<file path="config.mk">
export PLATFORM = sky130hd
export DESIGN_NAME = serial_adder
export DESIGN_NICKNAME = d
export VERILOG_FILES = /design/src/rtl/serial_adder_pkg.sv /design/src/rtl/serial_adder_fa_cell.sv /design/src/rtl/serial_adder.sv
export SDC_FILE = /design/constraint.sdc
export NUM_CORES = 1
export LEC_CHECK = 0
export ABC_AREA = 1
export CAP_MARGIN = 20
export CORE_MARGIN = 2
export CORE_UTILIZATION = 56
export CTS_BUF_LIST = sky130_fd_sc_hd__clkbuf_16
export CTS_CLUSTER_DIAMETER = 50
export CTS_CLUSTER_SIZE = 25
export DETAILED_ROUTE_END_ITERATION = 6
export PLACE_DENSITY = 0.95
export SYNTH_ARGS = -nofsm -noshare
export SYNTH_HDL_FRONTEND = slang
export SYNTH_HIERARCHICAL = 1
export SYNTH_SLANG_ARGS = --single-unit
</file>
<file path="constraint.sdc">
create_clock -name clk -period 3.2 [get_ports clk]
set_input_delay 0.32 -clock clk [delete_from_list [all_inputs] [get_ports clk]]
set_output_delay 0.32 -clock clk [all_outputs]
set_load 0.02 [all_outputs]
</file>
<file path="src/rtl/serial_adder_pkg.sv">
// serial_adder_pkg: shared state encoding and default width for the bit-serial adder
package serial_adder_pkg;
  localparam int DEFAULT_WIDTH = 8;
  typedef enum logic [1:0] {
    ST_IDLE = 2'd0,
    ST_RUN  = 2'd1,
    ST_DONE = 2'd2
  } state_t;
endpackage

</file>
<file path="src/rtl/serial_adder_fa_cell.sv">
// fa_cell: combinational one-bit full adder reused every cycle by the serial datapath
module fa_cell (
  input  logic a,
  input  logic b,
  input  logic cin,
  output logic s,
  output logic cout
);
  assign s    = a ^ b ^ cin;
  assign cout = (a & b) | (cin & (a ^ b));
endmodule

</file>
<file path="src/rtl/serial_adder.sv">
// serial_adder: LSB-first bit-serial add/subtract with start/busy/done handshake and overflow flag
module serial_adder
  import serial_adder_pkg::*;
#(
  parameter  int WIDTH = DEFAULT_WIDTH,
  localparam int CNT_W = $clog2(WIDTH)
) (
  input  logic             clk,
  input  logic             rst,
  input  logic             start,
  input  logic             sub,
  input  logic [WIDTH-1:0] a,
  input  logic [WIDTH-1:0] b,
  input  logic             cin,
  output logic             busy,
  output logic             done,
  output logic [WIDTH-1:0] sum,
  output logic             cout,
  output logic             ovf
);
  state_t           state;
  logic [WIDTH-1:0] a_sr, b_sr, s_sr, s_next;
  logic [CNT_W-1:0] cnt;
  logic             carry, c_msb_in, s_bit, c_bit;

  fa_cell u_fa (
    .a    (a_sr[0]),
    .b    (b_sr[0]),
    .cin  (carry),
    .s    (s_bit),
    .cout (c_bit)
  );

  assign s_next = {s_bit, s_sr[WIDTH-1:1]};
  assign busy   = state == ST_RUN;
  assign done   = state == ST_DONE;

  // Capture operands in IDLE, ripple one bit per cycle in RUN, publish the result on entry to DONE
  always_ff @(posedge clk or posedge rst) begin
    if (rst) begin
      state    <= ST_IDLE;
      a_sr     <= '0;
      b_sr     <= '0;
      s_sr     <= '0;
      cnt      <= '0;
      carry    <= 1'b0;
      c_msb_in <= 1'b0;
      sum      <= '0;
      cout     <= 1'b0;
      ovf      <= 1'b0;
    end else begin
      case (state)
        ST_IDLE: if (start) begin
          a_sr  <= a;
          b_sr  <= sub ? ~b : b;
          carry <= sub ? 1'b1 : cin;
          cnt   <= '0;
          state <= ST_RUN;
        end
        ST_RUN: begin
          a_sr  <= a_sr >> 1;
          b_sr  <= b_sr >> 1;
          s_sr  <= s_next;
          carry <= c_bit;
          if (cnt == CNT_W'(WIDTH - 2)) c_msb_in <= c_bit;
          if (cnt == CNT_W'(WIDTH - 1)) begin
            sum   <= s_next;
            cout  <= c_bit;
            ovf   <= c_msb_in ^ c_bit;
            state <= ST_DONE;
          end else cnt <= cnt + 1'b1;
        end
        ST_DONE: state <= ST_IDLE;
        default: state <= ST_IDLE;
      endcase
    end
  end
endmodule

</file>
# == Word-level counts from Yosys, hierarchy flattened ==
# Cells that the tools add are included.
# Widths: inputs -> output; s select.
# op_classes
n_addsub,1
n_eq_ne,7
n_mux,14
bitwise,7
reduce_logical,7
# op_table
cell,count
$pmux 8 s2,2
$mux 8,3
$not 8->8,1
$reduce_and 2->1,4
$eq 3x3->1 const B,2
$mux 3,2
$pmux 3 s2,1
$mux 2,2
$ne 2x2->1 const B,2
$pmux 2 s2,1
$add 3x1->3 const B,1
$reduce_and 3->1,1
$xor 1x1->1,3
$and 1x1->1,2
$eq 2x1->1 const B,1
$eq 2x2->1 const B,1
$logic_not 2->1,1
$mux 1,2
$ne 2x1->1 const B,1
$pmux 1 s2,1
$reduce_bool 2->1,1
$or 1x1->1,1
# totals
ff_bits,41
input_bits,21
output_inout_bits,12
word_cells,46

# == Depth between registers and ports, before layout ==
# logic_depth
depth_word,4
mapped_depth,7
mapped_depth_nobuf,6

# == By module ==
# The synthesis kept the hierarchy.
# modules_own_cells
module,instances,cells_per_inst,area_per_inst_um2,seq_area_each_um2
serial_adder,1,247,1961.9,1001.0
fa_cell,1,1,20.0,0.0

# == Worst setup path before layout ==
# No wires, ideal clock.
# synth_path
kind,flip-flop to flip-flop
start,register cnt[0]
end,register sum[0]
setup_time_ps,116
t_arrival_ps,1132
required_time_ps,3084
slack_ps,1952
path_stages_with_launch,8
path_buffers,1
synth_period_minus_slack_ps,1248
path_cell_list,dfrtp_1 -> ha_1 -> ha_1 -> nand2_4 -> buf_6 -> clkinv_4 -> nand2_2 -> nand2_1
# synth_between
elab_chain_cells,2
# synth_rtl
item,line_no,source
"start, declared",serial_adder.sv:23,logic [CNT_W-1:0] cnt;
"start signal, assigned",serial_adder.sv:71,end else cnt <= cnt + 1'b1;
$eq 3x3->1,serial_adder.sv:66,if (cnt == CNT_W'(WIDTH - 1)) begin
$reduce_and 2->1 (no line),-,
"end signal, assigned",serial_adder.sv:67,sum <= s_next;
"end, declared",serial_adder.sv:17,"output logic [WIDTH-1:0] sum,"
# No other way between the ends.
# A chain may end at the register's enable or synchronous reset.

# == Worst setup path after layout ==
# layout_path
start,register state[0]
end,output port busy
# layout_between
elab_chain_cells,1
# layout_rtl
item,line_no,source
"start, declared",serial_adder.sv:21,state_t state;
"start signal, assigned",serial_adder.sv:41,state <= ST_IDLE;
"start signal, assigned",serial_adder.sv:58,state <= ST_RUN;
"start signal, assigned",serial_adder.sv:70,state <= ST_DONE;
$eq 2x1->1,serial_adder.sv:35,assign busy = state == ST_RUN;
"end, declared",serial_adder.sv:15,"output logic busy,"
# No other way between the ends.

==> impl_metrics.py <==
metrics = {
    "run_status": {
        "status": "completed",
    },
    "floorplanning": {
        "ios": 33,
        "rows": 21,
        "fp.dieH_um": 63.5,
        "start_util_pct": 58.9,
        "die-area_um2": 4030,
        "die_w_um": 63.5,
        "fp.coreArea_um2": 3360,
    },
    "timing": {
        "skew_ps": 4.67,
        "timing.final.crit_share_pct": 61.0,
        "max_slew_margin_pct": 41.0,
        "hold_viol": 0,
        "rsz0062_at_grt": "no",
        "fin_crit_ps": 1950,
        "worst_slew_pin_slew_ps": 885,
        "worst_slack_ps": 1250,
        "max_freq_mhz": 512,
        "setup_viol": 0,
        "setup_tns_ps": 0,
        "slew_viol_final": 0,
    },
    "critical_path": {
        "critPathCaptureType": "output port",
        "crit_required_ps": 2880,
        "worstPathArrival_ps": 1630,
        "criticalPathCategory": "flip-flop to output port",
        "slowest_delay_ps": 640,
        "cp_slowest_cell": "clkdlybuf4s50_1",
        "start_kind": "flip-flop",
        "worstPathMaxFanout": 5,
        "crit_chain": "inv_2 -> nor2_4 -> clkdlybuf4s50_1",
    },
    "synthesis": {
        "async_flop_share_pct": 100,
        "ys_warn_count": 6,
        "syn_area_per_cell_um2": 7.99,
        "seq_area_frac_synth_pct": 50.5,
        "synth_edf_count": 0,
        "syn-instance-count": 248,
        "synth_area_leaders": "dfrtp_1, nand2_1, inv_1",
        "synth.top_cells.by_count": "nand2_1, dfrtp_1, inv_1, nor2_1, nand3_1",
        "yosys.area.top_type_share_pct": 50.5,
        "yosysMostFrequentCell": "nand2_1",
        "yosysTopAreaCell": "dfrtp_1",
        "syn_nets": 273,
        "syn_area_um2": 1980,
        "synth-seq-cells": 40,
        "synthDistinctLibCells": 21,
        "synth-main-ff-cell": "dfrtp_1",
    },
    "job": {
        "cap_violations": 0,
    },
    "cts": {
        "cts_tree": "done",
        "clock-sinks": 40,
        "cts_max_path_buffers": 2,
        "post_cts_buffers": 0,
        "insertion_delay_ps": 280,
        "h-tree-depth": 2,
        "clk_pin_slew_ps": 50,
        "cts_inserted_buffers": 5,
        "post_cts_resized": 0,
        "holdBufCountCts": 0,
        "root_buffer": "clkbuf_16",
    },
    "routing": {
        "routed_wl_um": 3410,
        "wire_per_inst_um": 10.5,
        "route.detailed.drc": 0,
        "antenna_left": 0,
        "viasPerCell": 4.81,
        "vias": 1562,
        "drt_iter0_markers": 86,
        "drtPass1Iterations": 5,
    },
    "final_layout": {
        "fin_area_um2": 2460,
        "drive_above_1_share_pct": 9.32,
        "fin_nets": 303,
        "diodes": 0,
        "area_growth_pct": 24.2,
        "final_util_pct": 73.2,
    },
    "global_route": {
        "grt_start_max_net_pins": 47,
        "grt_usage_pct": 19.2,
        "antenna_found_initial": 0,
        "grt_pass1_wl_um": 6130,
        "grt-ovfl-total": 0,
        "grt_pass1_vias": 1492,
    },
    "placed_design": {
        "dp_hpwl_um": 2340,
        "place_ws_ps": 1380,
        "gp_congestion": 0.750,
        "portBuffers": 32,
        "dpl_cell_area_um2": 2300,
    },
    "power": {
        "p_per_area_nw_per_um2": 1030,
        "p_leak_nw": 1.26,
        "ir_worst_vdd_mv": 0.529,
    },
    "min_path": {
        "hp-class": "primary input to asynchronous set/reset pin",
    },
}
layout make-up:
type                            count  area (µm²)
Timing Repair Buffer               33         328
Inverter                           32         125
Sequential cell                    40        1000
Tap cell                           46        57.6
Clock inverter                      3        38.8
Multi-Input combinational cell    166         786
Clock buffer                        5         125
Fill cell                         281         902
report_power, final:
| group | total (mW) | internal [mW] | leakage (nW) | switching [mW] |
|---|---|---|---|---|
| Clock | 0.543 | 0.363 | 0.0850 | 0.180 |
| Combinational | 1.08 | 0.423 | 0.682 | 0.661 |
| Sequential | 0.898 | 0.752 | 0.495 | 0.146 |
| Total | 2.52 | 1.54 | 1.26 | 0.987 |
cell usage in the layout, fill, tap and decap left out:
master	instances
clkdlybuf4s50_1	32
dfrtp_1	40
xnor2_1	1
o21ai_1	8
clkinv_4	1
nand2_2	2
buf_4	1
inv_2	1
nor2_2	1
inv_1	31
o21ai_0	8
fa_1	1
nor2_1	22
clkinv_2	1
ha_1	3
nor2_4	1
nand3_1	12
clkbuf_16	5
o21ai_2	10
nand2_1	95
bufinv_16	1
nand2_4	2
critical path, delay by kind of cell, from the launching register on:
kind	cells	cell delay, ps
buf+inv	2	710
flops	1	470
simple gates	1	180
worst paths after layout:
check / start / end / slack (ps) / depth (start not counted)
setup / recovery: state[0]$_DFFE_PP0P_ / busy / 1250 / 3
max in group asynchronous: rst / cnt[0]$_DFFE_PP0P_ / 2390 / 3
hold / removal: rst / sum[6]$_DFFE_PP0P_ / 480 / 3
min in group clk: b_sr[1]$_DFFE_PP0P_ / b_sr[1]$_DFFE_PP0P_ / 480 / 2
hold reg to reg: b_sr[1]$_DFFE_PP0P_ / b_sr[1]$_DFFE_PP0P_ / 480 / 2
setup reg to reg: state[1]$_DFFE_PP0P_ / cnt[0]$_DFFE_PP0P_ / 1520 / 6
metal layers:
layer	track usage (%)	routed length [µm]	up-vias
met4	7.61	58	0
li1	-	-	809
met2	32.2	1680	33
met3	4.29	113	8
met1	24.0	1550	712
met5	0	0	-
cell families after synthesis:
kind of cell | Yosys count | synth area share (%)
AOI/OAI and AO/OA | 26 | 8.46
xor gates and xnor gates | 1 | 0.442
adders and majority gates | 4 | 2.90
buffers and inverters | 42 | 9.85
DFF | 40 | 50.5
and+or+nand+nor | 135 | 27.8
flip-flops by register name, indices dropped and copies added (netlist names):
name / count
a_sr: 8
b_sr: 8
c_msb_in: 1
carry: 1
cnt: 3
cout: 1
ovf: 1
s_sr: 7
state: 2
sum: 8
through the flow:
stage               power (mW)  std cells  hold slack (ps)
global placement          1.93        317              459
detailed placement        1.99        317              465
CTS                       2.55        325              481
global route              2.74        325              497
floorplan                 1.73        248              450
finish                    2.52        325              478
Power figures use the tool's default switching activity.
